**config.mk**
```make
export PLATFORM = sky130hd
export DESIGN_NAME = csb_master_arbiter
export DESIGN_NICKNAME = d
export VERILOG_FILES = /design/src/rtl/csb_master_arbiter.sv
export SDC_FILE = /design/constraint.sdc
export NUM_CORES = 1
export LEC_CHECK = 0
export CAP_MARGIN = 10
export CORE_MARGIN = 3
export CORE_UTILIZATION = 30
export CTS_BUF_LIST = sky130_fd_sc_hd__clkbuf_8
export DETAILED_ROUTE_END_ITERATION = 12
export GPL_TIMING_DRIVEN = 0
export PLACE_DENSITY_LB_ADDON = 0.05
export SKIP_CTS_REPAIR_TIMING = 1
export SYNTH_ARGS = -nofsm -noshare
export SYNTH_HDL_FRONTEND = slang
export SYNTH_SLANG_ARGS = --single-unit
```
**constraint.sdc**
```tcl
create_clock -name clk -period 11.5 [get_ports clk]
set_input_delay 2.3 -clock clk [delete_from_list [all_inputs] [get_ports clk]]
set_output_delay 2.3 -clock clk [all_outputs]
set_load 0.01 [all_outputs]
```
**src/rtl/csb_master_arbiter.sv**
```systemverilog
// csb_master_arbiter: round-robin N-to-1 CSB request arbiter with an order FIFO
// that routes read data and non-posted write completions back to the source
// that issued the request. Posted writes retire at the target handshake.
module csb_master_arbiter #(
  parameter int NUM_MASTERS     = 4,
  parameter int ADDR_WIDTH      = 16,
  parameter int DATA_WIDTH      = 32,
  parameter int MAX_OUTSTANDING = 4
) (
  input  logic                                   clk,
  input  logic                                   rst_n,
  input  logic [NUM_MASTERS-1:0]                 m_pvld,
  output logic [NUM_MASTERS-1:0]                 m_prdy,
  input  logic [NUM_MASTERS*ADDR_WIDTH-1:0]      m_addr,
  input  logic [NUM_MASTERS-1:0]                 m_write,
  input  logic [NUM_MASTERS*DATA_WIDTH-1:0]      m_wdata,
  input  logic [NUM_MASTERS-1:0]                 m_nposted,
  output logic [NUM_MASTERS-1:0]                 m_rvld,
  output logic [DATA_WIDTH-1:0]                  m_rdata,
  output logic [NUM_MASTERS-1:0]                 m_wr_complete,
  output logic                                   tgt_pvld,
  output logic [ADDR_WIDTH-1:0]                  tgt_addr,
  output logic                                   tgt_write,
  output logic [DATA_WIDTH-1:0]                  tgt_wdata,
  output logic                                   tgt_nposted,
  input  logic                                   tgt_prdy,
  input  logic                                   tgt_rvld,
  input  logic [DATA_WIDTH-1:0]                  tgt_rdata,
  input  logic                                   tgt_wr_complete,
  output logic [$clog2(MAX_OUTSTANDING+1)-1:0]   outstanding,
  output logic                                   resp_err
);

  localparam int IDX_W = $clog2(NUM_MASTERS);
  localparam int PTR_W = (MAX_OUTSTANDING > 1) ? $clog2(MAX_OUTSTANDING) : 1;
  localparam int OUT_W = $clog2(MAX_OUTSTANDING + 1);

  // Order-FIFO pointer advance, wrapping at the FIFO depth
  function automatic logic [PTR_W-1:0] ptr_inc(input logic [PTR_W-1:0] p);
    return (p == PTR_W'(MAX_OUTSTANDING - 1)) ? '0 : p + PTR_W'(1);
  endfunction

  // Round-robin pointer advance, wrapping at the source count
  function automatic logic [IDX_W-1:0] rr_inc(input logic [IDX_W-1:0] p);
    return (p == IDX_W'(NUM_MASTERS - 1)) ? '0 : p + IDX_W'(1);
  endfunction

  logic                   vld_p1;
  logic [ADDR_WIDTH-1:0]  addr_p1;
  logic                   write_p1;
  logic [DATA_WIDTH-1:0]  wdata_p1;
  logic                   nposted_p1;

  logic [IDX_W-1:0]       rr_ptr;
  logic                   can_cap;
  logic                   room;
  logic [NUM_MASTERS-1:0] elig;
  logic                   gnt_vld;
  logic [IDX_W-1:0]       gnt_idx;
  logic [IDX_W-1:0]       cand;
  logic [ADDR_WIDTH-1:0]  cap_addr;
  logic                   cap_write;
  logic [DATA_WIDTH-1:0]  cap_wdata;
  logic                   cap_nposted;

  logic [IDX_W-1:0]       fifo_src [MAX_OUTSTANDING];
  logic                   fifo_rd  [MAX_OUTSTANDING];
  logic [PTR_W-1:0]       rd_ptr;
  logic [PTR_W-1:0]       wr_ptr;
  logic                   push;
  logic                   pop;
  logic                   rsp_any;
  logic                   fifo_empty;
  logic [IDX_W-1:0]       head_src;
  logic                   head_rd;

  assign tgt_pvld    = vld_p1;
  assign tgt_addr    = addr_p1;
  assign tgt_write   = write_p1;
  assign tgt_wdata   = wdata_p1;
  assign tgt_nposted = nposted_p1;

  // The ORR can take a new request when empty or draining this cycle; the
  // room test uses occupancy before any same-cycle pop.
  assign can_cap    = !vld_p1 || tgt_prdy;
  assign room       = outstanding < OUT_W'(MAX_OUTSTANDING);
  assign fifo_empty = (outstanding == '0);
  assign rsp_any    = tgt_rvld || tgt_wr_complete;
  assign pop        = rsp_any && !fifo_empty;
  assign push       = gnt_vld && (!cap_write || cap_nposted);
  assign head_src   = fifo_src[rd_ptr];
  assign head_rd    = fifo_rd[rd_ptr];

  // Eligibility: posted writes bypass the FIFO-room check
  always_comb begin
    elig = '0;
    for (int i = 0; i < NUM_MASTERS; i++) begin
      elig[i] = m_pvld[i] && (room || (m_write[i] && !m_nposted[i]));
    end
  end

  // Round-robin search from rr_ptr; no grant while in reset
  always_comb begin
    gnt_vld = 1'b0;
    gnt_idx = '0;
    cand    = '0;
    if (rst_n && can_cap) begin
      for (int k = 0; k < NUM_MASTERS; k++) begin
        cand = IDX_W'((int'(rr_ptr) + k) % NUM_MASTERS);
        if (!gnt_vld && elig[cand]) begin
          gnt_vld = 1'b1;
          gnt_idx = cand;
        end
      end
    end
  end

  // Winner decode: one-hot accept plus the winner's request fields
  always_comb begin
    m_prdy      = '0;
    cap_addr    = '0;
    cap_write   = 1'b0;
    cap_wdata   = '0;
    cap_nposted = 1'b0;
    for (int i = 0; i < NUM_MASTERS; i++) begin
      if (gnt_vld && (gnt_idx == IDX_W'(i))) begin
        m_prdy[i]   = 1'b1;
        cap_addr    = m_addr[i*ADDR_WIDTH +: ADDR_WIDTH];
        cap_write   = m_write[i];
        cap_wdata   = m_wdata[i*DATA_WIDTH +: DATA_WIDTH];
        cap_nposted = m_nposted[i];
      end
    end
  end

  // ---- stage p1: output request register toward the target ----
  // Load on grant, otherwise empty after the target handshake
  always_ff @(posedge clk) begin
    if (!rst_n) begin
      vld_p1     <= 1'b0;
      addr_p1    <= '0;
      write_p1   <= 1'b0;
      wdata_p1   <= '0;
      nposted_p1 <= 1'b0;
    end else if (gnt_vld) begin
      vld_p1     <= 1'b1;
      addr_p1    <= cap_addr;
      write_p1   <= cap_write;
      wdata_p1   <= cap_wdata;
      nposted_p1 <= cap_nposted;
    end else if (tgt_prdy) begin
      vld_p1     <= 1'b0;
    end
  end

  // Round-robin pointer moves past each winner
  always_ff @(posedge clk) begin
    if (!rst_n) begin
      rr_ptr <= '0;
    end else if (gnt_vld) begin
      rr_ptr <= rr_inc(gnt_idx);
    end
  end

  // Order-FIFO storage: {source, is_read} for each response-bearing request
  always_ff @(posedge clk) begin
    if (push) begin
      fifo_src[wr_ptr] <= gnt_idx;
      fifo_rd[wr_ptr]  <= !cap_write;
    end
  end

  // Order-FIFO pointers and occupancy; push and pop together cancel
  always_ff @(posedge clk) begin
    if (!rst_n) begin
      rd_ptr      <= '0;
      wr_ptr      <= '0;
      outstanding <= '0;
    end else begin
      if (push) wr_ptr <= ptr_inc(wr_ptr);
      if (pop)  rd_ptr <= ptr_inc(rd_ptr);
      if (push && !pop)      outstanding <= outstanding + OUT_W'(1);
      else if (pop && !push) outstanding <= outstanding - OUT_W'(1);
    end
  end

  // ---- stage p2: response routing back to the head source ----
  // A read response wins if both response strobes arrive together
  always_ff @(posedge clk) begin
    if (!rst_n) begin
      m_rvld        <= '0;
      m_wr_complete <= '0;
      m_rdata       <= '0;
    end else begin
      m_rvld        <= '0;
      m_wr_complete <= '0;
      if (pop) begin
        if (tgt_rvld) begin
          m_rvld[head_src] <= 1'b1;
          m_rdata          <= tgt_rdata;
        end else begin
          m_wr_complete[head_src] <= 1'b1;
        end
      end
    end
  end

  // Sticky error: response with nothing pending, type mismatch, or both strobes
  always_ff @(posedge clk) begin
    if (!rst_n) begin
      resp_err <= 1'b0;
    end else if (rsp_any && (fifo_empty || (tgt_rvld && tgt_wr_complete) ||
                             (tgt_rvld != head_rd))) begin
      resp_err <= 1'b1;
    end
  end

endmodule

```
Yosys cells after proc, flatten, opt, wreduce, memory -nomap -nowiden:

Memories as Yosys holds them, arrays and structs flattened. A register that Yosys moved wholly into a read port is not among the register bits.
Cells that the tools add are included.

* $lt $le $gt $ge: 7
* equal/unequal tests: 6
* bitwise logic cells: 2
* muxes and demuxes: 56
* reductions and logical operators: 51
* $add $sub $neg: 8

Operator list (count)
* $mux 32: 4
* $mux 16: 4
* $mux 1: 29
* $mux 2: 12
* $logic_and 1x1->1: 23
* $lt 2x3->1 const B: 5
* $logic_not 1->1: 12
* $logic_or 1x1->1: 9
* $add 2x1->2 const B: 4
* $bmux 1 s2: 4
* $eq 2x2->1 const B: 4
* $mux 3: 2
* $add 2x2->2 const B: 2
* $reduce_bool 2->1: 2
* $add 3x1->3 const B: 1
* $logic_not 3->1: 1
* $lt 3x3->1 const B: 1
* $reduce_and 3->1: 1
* $reduce_or 3->1: 1
* $sub 3x1->3 const B: 1
* $demux 1 s2: 1
* $eq 2x1->1 const B: 1
* $ge 2x1->1 const B: 1
* $logic_not 2->1: 1
* 3 further kinds: 4

* memories kept: 2
* input port bits: 241
* register bits after elaboration: 101
* RAM bits: 12
* output and inout bits: 99

Memories
* fifo_src: words 4, width 2, rd ports 1, clocked after Yosys merged registers in 1, wr ports 1, RTL line 66 `logic [IDX_W-1:0] fifo_src [MAX_OUTSTANDING];`
* fifo_rd: words 4, width 1, rd ports 1, clocked after Yosys merged registers in 1, wr ports 1, RTL line 67 `logic fifo_rd [MAX_OUTSTANDING];`

Depth between registers and ports, before layout:

* word-level depth: 33
* mapped depth: 18

Least setup slack after synthesis:

Ideal clock, no wire load.

* kind: input port to output port
* start point: in m_write[0]
* end point: out m_prdy[3]
* slack: 4.651 ns
* data required time: 9.200 ns
* cell stages on the path: 10
* arrival time: 4.549 ns
* path through: nor2b_1 > o21a_1 > o211ai_1 > nand3_1 > a221oi_1 > ha_1 > buf_2 > buf_2 > clkbuf_1 > and2_1

* longest elaborated chain between the ends: 22
* elaborated cells between the ends (all ways): 33

Ends and longest elaborated chain
* start: declaration: RTL line 15 `input logic [NUM_MASTERS-1:0] m_write,`
* $logic_and 1x1->1 (*): RTL line 98 `elig[i] = m_pvld[i] && (room || (m_write[i] && !m_nposted[i]));`
* $logic_or 1x1->1 (*): RTL line 98
* $logic_and 1x1->1 (*): RTL line 98
* $bmux 1 s2: RTL line 110 `if (!gnt_vld && elig[cand]) begin`
* $mux 1 (not written as such): RTL line 110
* $mux 1: RTL line 110
* $mux 1: RTL line 107 `if (rst_n && can_cap) begin`
* $logic_not 1->1: RTL line 110
* [7 not listed]
* $logic_not 1->1: RTL line 110
* $logic_and 1x1->1: RTL line 110
* $mux 2 (*): RTL line 110
* $mux 2 (*): RTL line 107
* named net gnt_idx[1]: RTL line 59 `logic [IDX_W-1:0] gnt_idx;`
* $eq 2x2->1 (*): RTL line 126 `if (gnt_vld && (gnt_idx == IDX_W'(i))) begin`
* $logic_and 1x1->1 (*): RTL line 126
* $mux 1 (*): RTL line 126
* end: declaration: RTL line 13 `output logic [NUM_MASTERS-1:0] m_prdy,`

Mark *: on every way through the listed nets, which the timed path passes. The rest lies on a longest branch. The select of a mux whose other input is x is not followed.

Worst setup path in the final report:

Ends and elaborated chain as after synthesis.

==> impl_results.md <==
* Leading area contributor after synthesis: dfxtp_1
* Hold Path Class: flop to flop
* Vias post-DR at roughly 7000
* H-tree level count at 4
* Internal power at 0.00105 W
* Final min period at just under 9 ns
* Synth top area share at about a third
* Final Hold Vio Count at 0
* Starting Density at a little under a third
* Power per cell area at approximately 170 mW/mm²
* Final slew viol count at 0
* Clock Latency Late Sink at 0.44 ns
* Sink Count at ~120
* Synth Area per Inst at 8.02 µm²
* Core Util, Final at just over 50%
* Max Buffers Root-to-Sink at 2
* Nets@finish at 1385
* CTS tree: yes
* IO Count at 340
* Pre-antenna DRT Iters at 5
* Setup tns final at 0 ns
* Layout cells sized above 1 at about a tenth
* EDFF count, synth at 12
* Starting DRT DRC Count at 327
* Core ar. at roughly 0.020 mm²
* Reg power frac at between 30% and 40%
* Sequential area share after synthesis at approximately two fifths
* Status: finished, final reports clean
* Largest net degree at the start of global routing at 17
* DR DRC count at 0
* Cell variety after synth at between 40 and 50
* Initial antenna violation count at 2
* Most used DFF post-synth: dfxtp_1
* Pleak at 4.00 nW
* Fin cells at around 1400
* Hold_sp: m_rdata[26]$_SDFFE_PN0P_
* Sw Ratio at 38.9%
* Worst slew margin at 42.6%
* Wire per inst at 17.7 µm
* Mapped Area at ~0.0062 mm²
* Mapped Nets at slightly above 1000
* Post-synthesis sequential element count at around 120
* Worst hold path endpoint: m_rdata[26]$_SDFFE_PN0P_
* Fmax at 0.113 GHz
* Crit start category: input pin
* Psw at 0.000668 W
* Clock root buffer: clkbuf_8
* Die H at 150 µm
* Cells after synthesis at slightly below 800
* Die width at 150 µm
* Yosys warns at 0
* Worst slew pin tran at about 0.86 ns
* Async SR Flop Fraction at 0%
* Max Cap Violations at 0
* WP data arrival at about 6.5 ns
* Buffers added on ports at roughly 340
* GR Overflow Total at 0
* Period utilization at between 70% and 80%
* CP Capture Type: output port
* First-pass GRT wire length at about 37000 µm
* Fin Hold WS at around 0.45 ns
* FF-to-FF Start: outstanding[2]$_SDFFE_PN0P_
* Critical path type: input pin to output port
* CTS buffer count at 17
* R2R Setup Slk at between 7 and 8 ns
* Final setup viols at 0
* Hold Path Cell Cnt at 2
* RSZ-0062 raised after global routing: false
* Placed wire-length estimate at a little under 20000 µm
* Gpl congestion at 0.843
* Peak supply drop at roughly 0.000064 V
* Worst endpoint required time at between 9 and 10 ns
* Number of global-route vias before repair at 6738
* Clk network pwr share at between 20% and 30%
* Reg2Reg Depth at 17
* Synth-to-Final Area Change at 66.1%
* Total die area at 0.0225 mm²
* Vias per std cell at 4.88
* Reg2Reg Capture Point: outstanding[2]$_SDFFE_PN0P_
* Setup Skew at 0.0139 ns
* Combinational share of power at a little under half
* Post-route ant nets at 0
* DRT Wirelength at 25100 µm
* CTS clk-pin slew, worst paths at 0.08 ns
* Row Count at 52
* Placed insts at between 1000 and 1500
* Gr usage total at 21.5%
* Synth area leaders: dfxtp_1 33%, a21oi_1 11%, a211oi_2 8.6%, nand2_1 7.5%, edfxtp_1 5.8%
* CP Max Fanout at 10
final cells by class:
type,instances,area [µm²]
diodes,1,2.50
plain buffers,67,315
clock buffers,17,234
clock inverters,15,159
fillers,2055,9960
inverters,53,199
multi-input cells,541,3290
flip-flops and latches,115,2420
well taps,270,338
repair buffers,338,3380
cell usage after synthesis (10+ instances only):
library cell  number
a21oi_1          132
nand2_1          124
dfxtp_1          103
nor2_1            55
inv_1             51
o21ai_0           50
a211oi_2          43
a22oi_1           39
clkbuf_1          30
buf_2             18
edfxtp_1          12
and2_1            11
ha_1              10
per-layer routing:
layer	global-route usage (%)	wire, µm	part of all wire [%]
met2	36.4	12400	50
met5	0	13	0.052
met1	25.4	9950	40
met4	8.87	753	3.0
met3	6.39	1970	7.9
state kept, by name, summed over array words and instances, names as in the netlist, named ones only:
signal	count
rr_ptr	2
m_wr_complete	4
resp_err	1
m_rdata	32
fifo_src	8
tgt_addr	16
tgt_write	1
m_rvld	4
rd_ptr	2
tgt_nposted	1
tgt_pvld	1
wr_ptr	2
outstanding	3
fifo_rd	4
tgt_wdata	32
critical path, cell delays in order:
cell and delay [ns]:
clkdlybuf4s50_1 0.47, nor2b_1 0.22, o21ai_1 0.17, nor3b_1 0.21
o21ai_0 0.15, a221oi_1 0.78, ha_1 0.33, buf_2 0.25
buf_2 0.29, clkbuf_1 0.53, and2_1 0.27, clkdlybuf4s50_1 0.56
cells in the final DEF (no fill, tap or decap), types with 3 or more instances in the layout:
| cell | instances |
|---|---|
| nor3_1 | 5 |
| mux2i_1 | 4 |
| a221o_1 | 9 |
| clkinvlp_4 | 4 |
| nor2b_1 | 7 |
| o21ai_1 | 3 |
| clkdlybuf4s50_1 | 338 |
| inv_1 | 52 |
| a22oi_1 | 39 |
| buf_1 | 9 |
| dfxtp_1 | 103 |
| nor3b_1 | 4 |
| nand2_1 | 124 |
| mux4_2 | 3 |
| and2_1 | 11 |
| a21oi_1 | 132 |
| clkinv_4 | 3 |
| o21ai_0 | 50 |
| nand2b_1 | 4 |
| clkbuf_1 | 30 |
| buf_2 | 18 |
| buf_4 | 9 |
| nor2_1 | 55 |
| ha_1 | 10 |
| edfxtp_1 | 12 |
| a211oi_2 | 43 |
| clkbuf_8 | 17 |
| a221oi_1 | 3 |
| o211a_1 | 7 |
power groups by stage:
stage | clock (W) | combinational (W) | sequential, W
2_1_floorplan | 0 | 0.000451 | 0.000554
3_3_place_gp | 0 | 0.000818 | 0.000532
3_5_place_dp | 0 | 0.000818 | 0.000534
4_1_cts | 0.000388 | 0.000822 | 0.000526
5_1_grt | 0.000406 | 0.000900 | 0.000534
6_report | 0.000380 | 0.000814 | 0.000525
through the flow:
step           instance area (µm²)  power (W)  setup slack (ns)
2_1_floorplan                 6230    0.00100              4.65
3_3_place_gp                  9950    0.00135              2.58
3_5_place_dp                  9950    0.00135              2.64
4_1_cts                      10300    0.00174              2.61
5_1_grt                      10300    0.00184              2.27
6_report                     10300    0.00172              2.67
worst max path at each step:
| stage | start | end | cells past startpoint |
|---|---|---|---|
| global placement | m_write[0] | m_prdy[3] | 12 |
| CTS | m_write[0] | m_prdy[3] | 12 |
| floorplan | m_write[0] | m_prdy[3] | 10 |
| global route | m_write[0] | m_prdy[3] | 12 |
| detailed placement | m_write[0] | m_prdy[3] | 12 |
| finish | m_write[0] | m_prdy[3] | 12 |
logic make-up after synthesis:
| kind of cell | share of synthesized area, % |
|---|---|
| flops | 38.9 |
| simple gates | 15.0 |
| fa+ha+maj | 2.33 |
| mux | 1.73 |
| xor+xnor | 0.281 |
| buf+inv | 8.26 |
| compound gates | 33.5 |
No activity file was read; power rests on OpenSTA's default activity.
